<file path="src/rtl/mips_pkg.sv">
// Shared constants, state type and control bundle for the multicycle MIPS control.
// MIPS_CTRL_ADDI_EN adds addi decode; without it addi is treated as illegal.
package mips_pkg;

  localparam logic [5:0] OP_RTYPE = 6'b000000;
  localparam logic [5:0] OP_LW    = 6'b100011;
  localparam logic [5:0] OP_SW    = 6'b101011;
  localparam logic [5:0] OP_BEQ   = 6'b000100;
  localparam logic [5:0] OP_J     = 6'b000010;
  localparam logic [5:0] OP_ADDI  = 6'b001000;

  localparam logic [1:0] ALUOP_ADD   = 2'b00;
  localparam logic [1:0] ALUOP_SUB   = 2'b01;
  localparam logic [1:0] ALUOP_FUNCT = 2'b10;

  localparam logic [1:0] SRCB_REG   = 2'b00;
  localparam logic [1:0] SRCB_FOUR  = 2'b01;
  localparam logic [1:0] SRCB_IMM   = 2'b10;
  localparam logic [1:0] SRCB_IMMSH = 2'b11;

  localparam logic [1:0] PCSRC_ALU    = 2'b00;
  localparam logic [1:0] PCSRC_ALUOUT = 2'b01;
  localparam logic [1:0] PCSRC_JUMP   = 2'b10;

  typedef enum logic [3:0] {
    S_RESET   = 4'd0,
    S_FETCH   = 4'd1,
    S_DECODE  = 4'd2,
    S_MEMADR  = 4'd3,
    S_MEMRD   = 4'd4,
    S_MEMWB   = 4'd5,
    S_MEMWR   = 4'd6,
    S_EXEC    = 4'd7,
    S_RWB     = 4'd8,
    S_BRANCH  = 4'd9,
    S_JUMP    = 4'd10,
    S_ADDI_EX = 4'd11,
    S_ADDI_WB = 4'd12
  } state_t;

  typedef struct packed {
    logic       pc_write;
    logic       pc_write_cond;
    logic       i_or_d;
    logic       mem_read;
    logic       mem_write;
    logic       ir_write;
    logic       mem_to_reg;
    logic       reg_dst;
    logic       reg_write;
    logic       alu_src_a;
    logic [1:0] alu_src_b;
    logic [1:0] alu_op;
    logic [1:0] pc_source;
    logic       illegal_op;
    logic       instr_done;
  } ctrl_t;

  // S_FETCH as the decode result marks an unsupported opcode.
  function automatic state_t op_next(input logic [5:0] op);
    state_t s;
    s = S_FETCH;
    case (op)
      OP_RTYPE:     s = S_EXEC;
      OP_LW, OP_SW: s = S_MEMADR;
      OP_BEQ:       s = S_BRANCH;
      OP_J:         s = S_JUMP;
`ifdef MIPS_CTRL_ADDI_EN
      OP_ADDI:      s = S_ADDI_EX;
`endif
      default:      s = S_FETCH;
    endcase
    return s;
  endfunction

endpackage

</file>
<file path="src/rtl/mips_ctrl_outdec.sv">
// Combinational decode of FSM state (plus mem_ready/opcode) to datapath controls.
// MIPS_CTRL_ADDI_EN enables the addi execute/writeback states.
module mips_ctrl_outdec
  import mips_pkg::*;
(
  input  state_t     i_state,
  input  logic       i_mem_ready,
  input  logic [5:0] i_opcode,
  output ctrl_t      o_ctrl
);

  always_comb begin
    o_ctrl = '0;
    unique case (i_state)
      S_FETCH: begin
        o_ctrl.mem_read  = 1'b1;
        o_ctrl.alu_src_b = SRCB_FOUR;
        o_ctrl.alu_op    = ALUOP_ADD;
        o_ctrl.pc_source = PCSRC_ALU;
        o_ctrl.ir_write  = i_mem_ready;
        o_ctrl.pc_write  = i_mem_ready;
      end
      S_DECODE: begin
        o_ctrl.alu_src_b  = SRCB_IMMSH;
        o_ctrl.alu_op     = ALUOP_ADD;
        o_ctrl.illegal_op = (op_next(i_opcode) == S_FETCH);
      end
      S_MEMADR: begin
        o_ctrl.alu_src_a = 1'b1;
        o_ctrl.alu_src_b = SRCB_IMM;
        o_ctrl.alu_op    = ALUOP_ADD;
      end
      S_MEMRD: begin
        o_ctrl.mem_read = 1'b1;
        o_ctrl.i_or_d   = 1'b1;
      end
      S_MEMWB: begin
        o_ctrl.reg_write  = 1'b1;
        o_ctrl.mem_to_reg = 1'b1;
        o_ctrl.instr_done = 1'b1;
      end
      S_MEMWR: begin
        o_ctrl.mem_write  = 1'b1;
        o_ctrl.i_or_d     = 1'b1;
        o_ctrl.instr_done = i_mem_ready;
      end
      S_EXEC: begin
        o_ctrl.alu_src_a = 1'b1;
        o_ctrl.alu_src_b = SRCB_REG;
        o_ctrl.alu_op    = ALUOP_FUNCT;
      end
      S_RWB: begin
        o_ctrl.reg_write  = 1'b1;
        o_ctrl.reg_dst    = 1'b1;
        o_ctrl.instr_done = 1'b1;
      end
      S_BRANCH: begin
        o_ctrl.alu_src_a     = 1'b1;
        o_ctrl.alu_src_b     = SRCB_REG;
        o_ctrl.alu_op        = ALUOP_SUB;
        o_ctrl.pc_write_cond = 1'b1;
        o_ctrl.pc_source     = PCSRC_ALUOUT;
        o_ctrl.instr_done    = 1'b1;
      end
      S_JUMP: begin
        o_ctrl.pc_write   = 1'b1;
        o_ctrl.pc_source  = PCSRC_JUMP;
        o_ctrl.instr_done = 1'b1;
      end
`ifdef MIPS_CTRL_ADDI_EN
      S_ADDI_EX: begin
        o_ctrl.alu_src_a = 1'b1;
        o_ctrl.alu_src_b = SRCB_IMM;
        o_ctrl.alu_op    = ALUOP_ADD;
      end
      S_ADDI_WB: begin
        o_ctrl.reg_write  = 1'b1;
        o_ctrl.instr_done = 1'b1;
      end
`endif
      default: o_ctrl = '0;
    endcase
  end

endmodule

</file>
<file path="src/rtl/mips_multicycle_control.sv">
// Multicycle MIPS main control FSM: state register, opcode latch, reset hold.
// MIPS_CTRL_ADDI_EN adds the addi sequence (decode -> addi_ex -> addi_wb).
module mips_multicycle_control
  import mips_pkg::*;
#(
  parameter int RESET_HOLD = 1
) (
  input  logic       clk,
  input  logic       rst_n,
  input  logic [5:0] opcode,
  input  logic       mem_ready,
  output logic       pc_write,
  output logic       pc_write_cond,
  output logic       i_or_d,
  output logic       mem_read,
  output logic       mem_write,
  output logic       ir_write,
  output logic       mem_to_reg,
  output logic       reg_dst,
  output logic       reg_write,
  output logic       alu_src_a,
  output logic [1:0] alu_src_b,
  output logic [1:0] alu_op,
  output logic [1:0] pc_source,
  output logic       illegal_op,
  output logic       instr_done
);

  localparam logic [3:0] HOLD_LAST = 4'(RESET_HOLD - 1);

  state_t     r_state;
  logic [3:0] r_cnt;
  logic [5:0] r_opcode;
  ctrl_t      w_ctrl;

  always_ff @(posedge clk or negedge rst_n) begin
    if (!rst_n) begin
      r_state  <= S_RESET;
      r_cnt    <= '0;
      r_opcode <= '0;
    end else begin
      case (r_state)
        S_RESET: begin
          if (r_cnt == HOLD_LAST) begin
            r_state <= S_FETCH;
            r_cnt   <= '0;
          end else begin
            r_cnt <= r_cnt + 4'd1;
          end
        end
        S_FETCH:  if (mem_ready) r_state <= S_DECODE;
        S_DECODE: begin
          r_opcode <= opcode;
          r_state  <= op_next(opcode);
        end
        // Load/store split uses the opcode latched in decode.
        S_MEMADR: r_state <= (r_opcode == OP_SW) ? S_MEMWR : S_MEMRD;
        S_MEMRD:  if (mem_ready) r_state <= S_MEMWB;
        S_MEMWR:  if (mem_ready) r_state <= S_FETCH;
        S_EXEC:   r_state <= S_RWB;
        S_MEMWB, S_RWB, S_BRANCH, S_JUMP: r_state <= S_FETCH;
`ifdef MIPS_CTRL_ADDI_EN
        S_ADDI_EX: r_state <= S_ADDI_WB;
        S_ADDI_WB: r_state <= S_FETCH;
`endif
        default:  r_state <= S_FETCH;
      endcase
    end
  end

  mips_ctrl_outdec u_outdec (
    .i_state     (r_state),
    .i_mem_ready (mem_ready),
    .i_opcode    (opcode),
    .o_ctrl      (w_ctrl)
  );

  assign pc_write      = w_ctrl.pc_write;
  assign pc_write_cond = w_ctrl.pc_write_cond;
  assign i_or_d        = w_ctrl.i_or_d;
  assign mem_read      = w_ctrl.mem_read;
  assign mem_write     = w_ctrl.mem_write;
  assign ir_write      = w_ctrl.ir_write;
  assign mem_to_reg    = w_ctrl.mem_to_reg;
  assign reg_dst       = w_ctrl.reg_dst;
  assign reg_write     = w_ctrl.reg_write;
  assign alu_src_a     = w_ctrl.alu_src_a;
  assign alu_src_b     = w_ctrl.alu_src_b;
  assign alu_op        = w_ctrl.alu_op;
  assign pc_source     = w_ctrl.pc_source;
  assign illegal_op    = w_ctrl.illegal_op;
  assign instr_done    = w_ctrl.instr_done;

endmodule
</file>
<file path="config.mk">
export PLATFORM = sky130hd
export DESIGN_NAME = mips_multicycle_control
export DESIGN_NICKNAME = d
export VERILOG_FILES = /design/src/rtl/mips_pkg.sv /design/src/rtl/mips_ctrl_outdec.sv /design/src/rtl/mips_multicycle_control.sv
export SDC_FILE = /design/constraint.sdc
export NUM_CORES = 1
export LEC_CHECK = 0
export CAP_MARGIN = 25
export CORE_MARGIN = 10
export CORE_UTILIZATION = 42
export DETAILED_ROUTE_END_ITERATION = 8
export PLACE_DENSITY = 0.75
export SETUP_SLACK_MARGIN = 0.1
export SYNTH_ARGS = -nofsm -noshare
export SYNTH_HDL_FRONTEND = slang
export SYNTH_SLANG_ARGS = --single-unit
</file>
<file path="constraint.sdc">
create_clock -name clk -period 1.26 [get_ports clk]
set_input_delay 0.126 -clock clk [delete_from_list [all_inputs] [get_ports clk]]
set_output_delay 0.126 -clock clk [all_outputs]
set_load 0.02 [all_outputs]
</file>
==> results of run 1 <==
[worst register-to-register path: stages (launching register included)]
cell and delay (ns):
dfrtp_2 0.45, buf_4 0.19, nand2_1 0.09, buf_4 0.15, buf_4 0.13, o21a_1 0.09, a211oi_1 0.20, a21oi_1 0.07
[final timing paths]
path,from,end,slack (ns),depth (start not counted)
worst max-delay path,r_state[1],reg_write,-0.31,5
worst min-delay path,rst_n,r_cnt[3],0.16,2
worst max register to register,r_state[1],r_state[0],-0.23,7
worst min register to register,r_opcode[1],r_opcode[1],0.52,1
max in group asynchronous,rst_n,r_state[2],0.91,2
min in group clk,opcode[3],r_opcode[3],0.51,2
[layout make-up]
cell class | count | area [um2] | area share
multi-input cells | 74 | 696 | 0.389
repair buffers | 70 | 646 | 0.361
flip-flops and latches | 14 | 355 | 0.198
clock buffers | 4 | 36.3 | 0.0203
well taps | 28 | 35.0 | 0.0196
inverters | 6 | 22.5 | 0.0126
[flip-flops by register name, indices dropped and copies added, names as in the netlist]
| register | count |
|---|---|
| r_cnt | 4 |
| r_opcode | 6 |
| r_state | 4 |
[synthesized netlist by cell type (all sizes together) (3+ instances only)]
cell,number
dfrtp,14
nor2,12
a21oi,6
inv,6
mux2,6
buf,5
nor3,5
nand2,4
nand2b,4
nand4,3
xnor2,3
[layer usage]
| layer | GRT usage | up-vias | routed length [um] |
|---|---|---|---|
| met5 | 0 | - | 0 |
| met4 | 0.0538 | 0 | 46 |
| met3 | 0.0298 | 6 | 214 |
| met2 | 0.231 | 29 | 1540 |
| met1 | 0.135 | 468 | 1140 |
| li1 | - | 490 | - |
[cell families (layout without fill, tap and decap cells)]
family | count (synthesis) | in the layout | share of synthesized area
xor gates and xnor gates | 3 | 3 | 0.0282
DFF | 14 | 14 | 0.375
buffers and inverters | 11 | 80 | 0.0590
adders and majority gates | 2 | 2 | 0.0268
AOI/OAI and AO/OA | 21 | 21 | 0.153
muxes | 8 | 8 | 0.0938
and+or+nand+nor | 40 | 40 | 0.264
[metrics by stage]
stage                     area (um2)  hold WS, ns   util
after floorplan                 1030       -0.170      -
after global placement          1530        0.450  0.706
after detailed placement        1530        0.449  0.706
after CTS                       1670        0.141  0.771
after global routing            1790        0.184  0.825
final                           1790        0.159  0.825
[timing repair]
item,4_1_cts,5_1_grt
pin swaps,11,11
resized for setup,120,19
setup endpoints to repair,32,32
gates cloned,0,1
buffers inserted,5,5
[where the power goes]
group | leakage (uW) | internal [uW] | switching [uW] | total [uW]
clock | 0.0000210 | 176 | 147 | 323
combinational | 0.000648 | 1550 | 1220 | 2770
sequential | 0.000173 | 610 | 160 | 771
total | 0.000843 | 2330 | 1530 | 3860
==> flow_summary.json, run 1 <==
{
  "path_max_fanout": 5,
  "path_buf_inv": 3,
  "setup_tns_ns": -6.12,
  "start_kind": "flop",
  "track_usage": 0.126,
  "slew_violations": 0,
  "clk_latency_ns": 0.28,
  "htreeDepth": 1,
  "drc_errors": 0,
  "power.total_uw": 3860,
  "via_per_inst": 5.07,
  "clk_pin_slew_ns": 0.08,
  "instances_no_fill": 196,
  "leakagePower_uw": 0.000843,
  "syn_area_um2": 933,
  "diodes": 0,
  "rsz0062_at_grt": "yes",
  "critPathKind": "flop to output pin",
  "path_delay_family": "flip-flops",
  "powerDensity_nw_per_um2": 2160,
  "worst_pin_slew_ns": 0.252,
  "rows": 17,
  "layout_common_cells": "36 x buf_4, 24 x buf_6, 10 x dfrtp_1, 8 x clkdlybuf4s50_1",
  "grt-ovfl-total": 0,
  "top_level_ports": 27,
  "crit_arrival_ns": 1.45,
  "tritoncts": "done",
  "die_area_um2": 4510,
  "yosys.area.top_type_share": 0.375,
  "area_growth_pct": 91.8,
  "layout_commonest_cell": "buf_4",
  "grt_pass1_vias": 1020,
  "max_slew_margin": 0.830,
  "skew_ns": 0.00258,
  "layout.nets": 180,
  "crit_path_end_kind": "output pin",
  "period_minus_slack_ns": 1.57,
  "synth_cells": 99,
  "yosysWarnings": 0,
  "setup_violations": 31,
  "dp_cells": 181,
  "netlist-cell-type-count": 40,
  "syn_area_per_cell_um2": 9.43,
  "cp.required_ns": 1.13,
  "netlist_top_cells_area": "dfrtp_1 38%, mux2_2 7.2%, nor2_1 4.8%",
  "fmax_ghz": 0.636,
  "grt_pass1_wl_um": 4560,
  "cpPeakStageDelay_ns": 0.47,
  "numCtsBuffers": 3,
  "cts_hold_buf": 0,
  "die_h_um": 67.1,
  "drt-pass1-iter-count": 4,
  "place_congestion": 0.792,
  "synth.largest_area_cell": "dfrtp_1",
  "status": "finished, violations left",
  "die_x_um": 67.1,
  "vdd_drop_max_uv": 1570,
  "synth_edf_count": 0,
  "start_util": 0.430,
  "ant_nets": 0,
  "worstHoldPathType": "input port to asynchronous set/reset pin",
  "first_iter_violations": 23,
  "antenna_found_initial": 0,
  "dpl.hpwl_um": 2120,
  "cts_root_buf": "clkbuf_4",
  "drt-total-wl_um": 2930,
  "finalWorstSetupSlack_ns": -0.313,
  "port_buffers": 26,
  "path_cells": "buf_6 -> buf_6 -> nor3_4 -> or2_4 -> buf_6",
  "n_fill_cell": 136,
  "ys_seq_elements": 14,
  "cts_sinks": 14,
  "drive_above_1_share": 0.655,
  "async_reset_ff_frac": 1.00,
  "crit_slowest_cell": "dfrtp_2",
  "vias": 993,
  "period_share": 1.25,
  "ys_seq_area_frac": 0.375,
  "hold_violations": 0,
  "core_area_um2": 2170,
  "grt_max_degree": 15,
  "violations": "negative setup slack",
  "cpMostUsedCell": "buf_6",
  "cts.path.max_buffers": 2,
  "drv_cap": 0,
  "wire_per_inst_um": 15.0,
  "synth_flop_cell": "dfrtp_1",
  "syn_nets": 110,
  "post-place-ws_ns": -0.710
}
Note: power is estimated with default switching activity, not from simulation.
==> inputs of run 2 (changes only) <==
--- a/config.mk
+++ b/config.mk
@@ -9,7 +9,7 @@
 export CORE_MARGIN = 10
 export CORE_UTILIZATION = 42
 export DETAILED_ROUTE_END_ITERATION = 8
-export PLACE_DENSITY = 0.75
+export PLACE_DENSITY = 0.8
 export SETUP_SLACK_MARGIN = 0.1
 export SYNTH_ARGS = -nofsm -noshare
 export SYNTH_HDL_FRONTEND = slang
==> run 2 against run 1 <==
The run still ends with negative setup slack left; clock-buffer cell count is the same; critical path depth increased by 1; non-clock buffer count is 5 higher; hold slack lost 0.024 ns; core utilization increased by 7.0 points; combinational power increased by 16%; sequential cell count did not move; maximum frequency fell by 1.2%; first-iteration DRC count grew 120%; register-to-register slack got worse by 0.05 ns; clock skew rose by 0.0013 ns; largest power group unchanged; highest routed layer unchanged.
==> flow_summary.json, run 2 (same netlist as run 1, synthesis figures left out) <==
{
  "setup_violations": 32,
  "drv_cap": 0,
  "reg_top3": "r_opcode: 6 flops, r_cnt: 4 flops, r_state: 4 flops",
  "intPower_uw": 2530,
  "reg2regPathDepth": 6,
  "drc_errors": 0,
  "reg2reg_to": "r_cnt[0]",
  "grt.busiest_layer": "met2",
  "cts_hold_buf": 0,
  "n_fill_cell": 95,
  "hold_slack_ns": 0.135,
  "hold_violations": 0,
  "dpl.hpwl_um": 2070,
  "violations": "negative setup slack",
  "drt-total-wl_um": 3910,
  "cts_sinks": 14,
  "antenna_found_initial": 0,
  "die_h_um": 67.1,
  "rrSetupSlack_ns": -0.28,
  "clk_latency_ns": 0.29,
  "start_kind": "flop",
  "regMostFlops": "r_opcode",
  "clock_power_share": 0.078,
  "p_comb_frac": 0.743,
  "drive_above_1_share": 0.711,
  "max_slew_margin": 0.819,
  "leakagePower_uw": 0.000904,
  "place_congestion": 0.852,
  "grt_pass1_vias": 1101,
  "switching_power_uw": 1780,
  "vias": 1083,
  "cp.required_ns": 1.13,
  "grt_max_degree": 15,
  "grt_pass1_wl_um": 5110,
  "vdd_drop_max_uv": 1670,
  "drt-pass1-iter-count": 4,
  "largest_reg_flops": 6,
  "die_x_um": 67.1,
  "status": "finished, violations left",
  "cts.path.max_buffers": 2,
  "switching_share": 0.414,
  "start_util": 0.430,
  "rows": 17,
  "sequentialPowerShare": 0.179,
  "area_growth_pct": 108,
  "htreeDepth": 1,
  "numCtsBuffers": 3,
  "crit_arrival_ns": 1.47,
  "dpl_cell_area_um2": 1490,
  "die_area_um2": 4510,
  "critPathKind": "flop to output pin",
  "layout.nets": 185,
  "rsz0062_at_grt": "yes",
  "met2_usage": 0.284,
  "skew_ns": 0.00392,
  "top_level_ports": 27,
  "ant_nets": 0,
  "powerDensity_nw_per_um2": 2220,
  "met1_usage": 0.146,
  "tritoncts": "done",
  "final_area_um2": 1940,
  "crit_path_end_kind": "output pin",
  "r2r_start": "r_state[3]",
  "period_minus_slack_ns": 1.59,
  "cts_root_buf": "clkbuf_4",
  "gr-usage-met3": 0.0314,
  "first_iter_violations": 50,
  "worst_pin_slew_ns": 0.270,
  "worstSetupStartpoint": "r_state[1]",
  "diodes": 0,
  "clk_pin_slew_ns": 0.09,
  "slew_violations": 0,
  "track_usage": 0.147,
  "grt-ovfl-total": 0,
  "port_buffers": 26,
  "layout_commonest_cell": "buf_6",
  "worstHoldPathType": "input port to asynchronous set/reset pin",
  "layout_common_cells": "36 x buf_6, 29 x buf_4, 11 x dfrtp_1, 8 x nor2_4, 8 x clkdlybuf4s50_1",
  "via_per_inst": 5.39,
  "core_area_um2": 2170,
  "cp-endpoint": "instr_done",
  "path_max_fanout": 5,
  "period_share": 1.26,
  "fmax_ghz": 0.628,
  "wire_per_inst_um": 19.5,
  "post-place-ws_ns": -0.677,
  "power.total_uw": 4310,
  "utilization": 0.895,
  "finalWorstSetupSlack_ns": -0.332
}
==> run 2: cell count changes in the layout (fill, tap and decap cells not counted), moves of 2 or more <==
cell / before / now
a21oi_1: 5 / 3
a21oi_2: 1 / 3
buf_4: 36 / 29
buf_6: 24 / 36
inv_1: 4 / 2
inv_2: 2 / 4
nor2_2: 2 / 0
nor2_4: 5 / 8
==> run 2: per-layer routing <==
metal,vias to the layer above,part of all wire
li1,501,-
met1,526,0.39
met2,47,0.53
met3,9,0.062
met4,0,0.021
met5,-,0
==> run 2: area by class of cell <==
type	instances	area, um2	area share
timing repair buffer	75	738	0.380
multi-input combinational	74	756	0.389
inverter	6	22.5	0.0116
sequential	14	354	0.182
tap	28	35.0	0.0180
clock buffer	4	36.3	0.0187
==> run 2: worst max-delay path, stage by stage, from the launching register on <==
cell and delay [ns]:
dfrtp_2 0.46, buf_6 0.14, nand2b_4 0.12, inv_2 0.06, a21oi_2 0.15, o22ai_2 0.09, buf_6 0.14
==> run 2: stage by stage <==
stage | TNS (ns) | instances
3_3_place_gp | -8.50 | 175
6_report | -7.31 | 201
4_1_cts | -5.30 | 191
5_1_grt | -8.61 | 201
3_5_place_dp | -9.25 | 175
2_1_floorplan | -1.25 | 99
==> run 2: power groups by stage <==
| stage | sequential (uW) | combinational (uW) | clock (uW) |
|---|---|---|---|
| after detailed placement | 723 | 2110 | 0 |
| after CTS | 744 | 2630 | 330 |
| after global placement | 715 | 2070 | 0 |
| final | 772 | 3210 | 336 |
| after floorplan | 710 | 1330 | 0 |
| after global routing | 791 | 3380 | 351 |
==> run 2: what timing repair did <==
| action | 4_1_cts | 5_1_grt |
|---|---|---|
| cloned | 0 | 0 |
| gates resized for setup | 136 | 31 |
| pin swaps | 13 | 9 |
| buffers inserted | 12 | 11 |
| endpoints found under the setup margin | 32 | 32 |
==> run 2: worst min path at each step <==
stage	startpoint	to	cells past startpoint
finish	rst_n	r_opcode[5]	2
global route	rst_n	r_cnt[0]	2
CTS	rst_n	r_opcode[1]	2
detailed placement	rst_n	r_opcode[1]	2
global placement	rst_n	r_opcode[2]	2
floorplan	rst_n	r_cnt[0]	0
==> inputs of run 3 (changes only) <==
--- a/config.mk
+++ b/config.mk
@@ -6,7 +6,7 @@
 export NUM_CORES = 1
 export LEC_CHECK = 0
 export CAP_MARGIN = 25
-export CORE_MARGIN = 10
+export CORE_MARGIN = 3
 export CORE_UTILIZATION = 42
 export DETAILED_ROUTE_END_ITERATION = 8
 export PLACE_DENSITY = 0.8
==> run 3 against run 2 <==
The run now fails in global routing; synthesized cell count unchanged; area after synthesis unchanged.
==> flow_summary.json, run 3 <==
{
  "status": "stopped before the end",
  "stop_stage": "global routing",
  "error": "[ERROR DPL-0033] detailed placement checks failed during check placement.",
  "numCtsBuffers": 3,
  "syn_nets": 110,
  "worst_endpoint_kind": "output port",
  "dp_cells": 178,
  "worstEndpointGrtRepair": "illegal_op",
  "dpl_cell_area_um2": 1520,
  "cts_root_buf": "clkbuf_4",
  "top_level_ports": 27,
  "ys_seq_area_frac": 0.375,
  "cts.path.max_buffers": 2,
  "start_util": 0.457,
  "yosysWarnings": 0,
  "rows": 16,
  "synth.largest_area_cell": "dfrtp_1",
  "synth_edf_count": 0,
  "ys_seq_elements": 14,
  "htreeDepth": 1,
  "die_h_um": 53.1,
  "yosys.area.top_type_share": 0.375,
  "cts_sinks": 14,
  "cts_hold_buf": 0,
  "async_reset_ff_frac": 1.00,
  "port_buffers": 26,
  "place_congestion": 0.830,
  "grt_max_degree": 15,
  "yosysMostFrequentCell": "dfrtp_1",
  "syn_area_per_cell_um2": 9.43,
  "netlist_top_cells_area": "dfrtp_1 38%, mux2_2 7.2%, nor2_1 4.8%",
  "dpl.hpwl_um": 1950,
  "ys_top_cells_by_count": "14 x dfrtp_1, 12 x nor2_1, 6 x a21oi_1, 6 x inv_1, 6 x mux2_2",
  "syn_area_um2": 933,
  "synth_flop_cell": "dfrtp_1",
  "synth_cells": 99,
  "antenna_found_initial": 0,
  "netlist-cell-type-count": 40,
  "die_x_um": 53.1
}
-- run 3: cell counts after synthesis --
No cell type changed its count.
-- run 3: logic make-up after synthesis --
logic type      after synthesis  synth area share
simple gates                 40             0.264
xor+xnor                      3            0.0282
mux                           8            0.0938
fa+ha+maj                     2            0.0268
buf+inv                      11            0.0590
flops                        14             0.375
compound gates               21             0.153
-- run 3: what timing repair did --
action / CTS
buffers inserted: 11
resized for setup: 141
hold endpoints to repair: 0
cloned: 1
endpoints found under the setup margin: 32
pin swaps: 10
-- run 3: through the flow --
step	hold slack (ns)	util	worst slack (ns)
after floorplan	-0.170	-	-0.129
after global placement	0.448	0.742	-0.615
after detailed placement	0.456	0.742	-0.653
after CTS	0.139	0.878	-0.286
==> inputs of run 4 (changes only) <==
--- a/config.mk
+++ b/config.mk
@@ -6,11 +6,10 @@
 export NUM_CORES = 1
 export LEC_CHECK = 0
 export CAP_MARGIN = 25
-export CORE_MARGIN = 3
-export CORE_UTILIZATION = 42
+export CORE_AREA = 3 3 64 66
 export DETAILED_ROUTE_END_ITERATION = 8
-export PLACE_DENSITY = 0.8
-export SETUP_SLACK_MARGIN = 0.1
+export DIE_AREA = 0 0 67 69
+export PLACE_DENSITY_LB_ADDON = 0.15
 export SYNTH_ARGS = -nofsm -noshare
 export SYNTH_HDL_FRONTEND = slang
 export SYNTH_SLANG_ARGS = --single-unit
==> constraint.sdc (replaced) <==
create_clock -name clk -period 1.64 [get_ports clk]
set_input_delay 0.164 -clock clk [delete_from_list [all_inputs] [get_ports clk]]
set_output_delay 0.164 -clock clk [all_outputs]
set_load 0.02 [all_outputs]
==> run 4 against run 3 <==
The run now ends clean.
==> flow_summary.json, run 4 (same netlist as run 1, synthesis figures left out) <==
{
  "status": "completed",
  "max_slew_margin": 0.806,
  "tritoncts": "done",
  "reg_top3": "r_opcode: 6 flops, r_cnt: 4 flops, r_state: 4 flops",
  "instances_no_fill": 202,
  "die_h_um": 69,
  "dpl.hpwl_um": 1880,
  "htreeDepth": 1,
  "drv_cap": 0,
  "area_growth_pct": 59.9,
  "cts_sinks": 14,
  "leakagePower_uw": 0.000713,
  "start_util": 0.257,
  "grt-ovfl-total": 0,
  "grt_pass1_wl_um": 3990,
  "drive_above_1_share": 0.461,
  "largest_reg_flops": 6,
  "layout.nets": 166,
  "first_iter_violations": 11,
  "finalWorstSetupSlack_ns": 0.00852,
  "rsz0062_at_grt": "yes",
  "start_kind": "flop",
  "period_minus_slack_ns": 1.63,
  "crit_arrival_ns": 1.47,
  "cp.required_ns": 1.48,
  "cts.path.max_buffers": 2,
  "vias": 904,
  "rows": 22,
  "cts_root_buf": "clkbuf_8",
  "numCtsBuffers": 3,
  "dpl_cell_area_um2": 1430,
  "slew_violations": 0,
  "grt_pass1_vias": 913,
  "via_per_inst": 4.48,
  "dp_cells": 195,
  "skew_ns": 0.00393,
  "layout_common_cells": "30 x buf_4, 12 x dfrtp_1, 10 x nor2_1, 8 x clkdlybuf4s50_1, 8 x buf_2",
  "layout_commonest_cell": "buf_4",
  "regMostFlops": "r_opcode",
  "diodes": 0,
  "drc_errors": 0,
  "drt-pass1-iter-count": 4,
  "wire_per_inst_um": 11.9,
  "worstHoldPathType": "input port to asynchronous set/reset pin",
  "top_level_ports": 27,
  "final_area_um2": 1490,
  "grt_max_degree": 15,
  "reg2regPathDepth": 6,
  "critPathKind": "flop to output pin",
  "path_max_fanout": 4,
  "clk_pin_slew_ns": 0.06,
  "powerDensity_nw_per_um2": 1620,
  "antenna_found_initial": 0,
  "vdd_drop_max_uv": 645,
  "fmax_ghz": 0.613,
  "worst_pin_slew_ns": 0.289,
  "period_share": 0.995,
  "clk_latency_ns": 0.24,
  "crit_path_end_kind": "output pin",
  "drt-total-wl_um": 2400,
  "cts_hold_buf": 0,
  "setup_tns_ns": 0,
  "core_area_um2": 3630,
  "setup_violations": 0,
  "die_x_um": 67,
  "track_usage": 0.107,
  "hold_violations": 0,
  "place_congestion": 0.817,
  "post-place-ws_ns": -0.359,
  "port_buffers": 26,
  "ant_nets": 0,
  "die_area_um2": 4620,
  "power.total_uw": 2420
}
==> run 4: repair_timing <==
item                                   CTS  global route
resized for setup                       68            14
buffers inserted                         3             0
setup endpoints to repair               18            12
endpoints found under the hold margin    0             0
pin swaps                                0             2
==> run 4: report_power, final <==
group / switching (uW) / internal [uW] / leakage, uW
clock network: 125 / 212 / 0.0000288
registers: 85.5 / 465 / 0.000176
logic: 728 / 800 / 0.000508
total: 938 / 1480 / 0.000713
==> run 4: worst paths after layout <==
| path | start | endpoint | slack, ns |
|---|---|---|---|
| min in group clk | r_cnt[3] | r_cnt[3] | 0.48 |
| max in group asynchronous | rst_n | r_state[0] | 1.21 |
| hold / removal | rst_n | r_opcode[5] | 0.23 |
| setup reg to reg | r_state[3] | r_cnt[2] | 0.12 |
| setup / recovery | r_state[0] | reg_write | 0.009 |
| hold reg to reg | r_cnt[3] | r_cnt[3] | 0.48 |
==> run 4: critical path, cell delays in order (launching register included) <==
cell and delay [ns]:
dfrtp_2 0.44, buf_6 0.12, buf_4 0.12, buf_4 0.13
nor3_2 0.17, or2_4 0.15, buf_6 0.10
==> run 4: metrics by stage <==
step / util / hold slack, ns
after detailed placement: 0.393 / 0.470
after floorplan: - / -0.132
after global placement: 0.393 / 0.463
after global routing: 0.411 / 0.255
after CTS: 0.407 / 0.239
final: 0.411 / 0.230
==> run 4: area by class of cell <==
cell class                 instances  area (um2)
clock buffer                       4        55.1
fill                             390        2140
inverter                           6        22.5
multi-input combinational         74         556
sequential                        14         353
tap                               48        60.1
timing repair buffer              56         447
==> run 4: per-layer routing <==
layer,vias to the layer above,part of all wire,GRT usage
li1,458,-,-
met1,422,0.45,0.136
met2,22,0.48,0.182
met3,2,0.063,0.0114
met4,0,0.0067,0.0405
met5,-,0,0
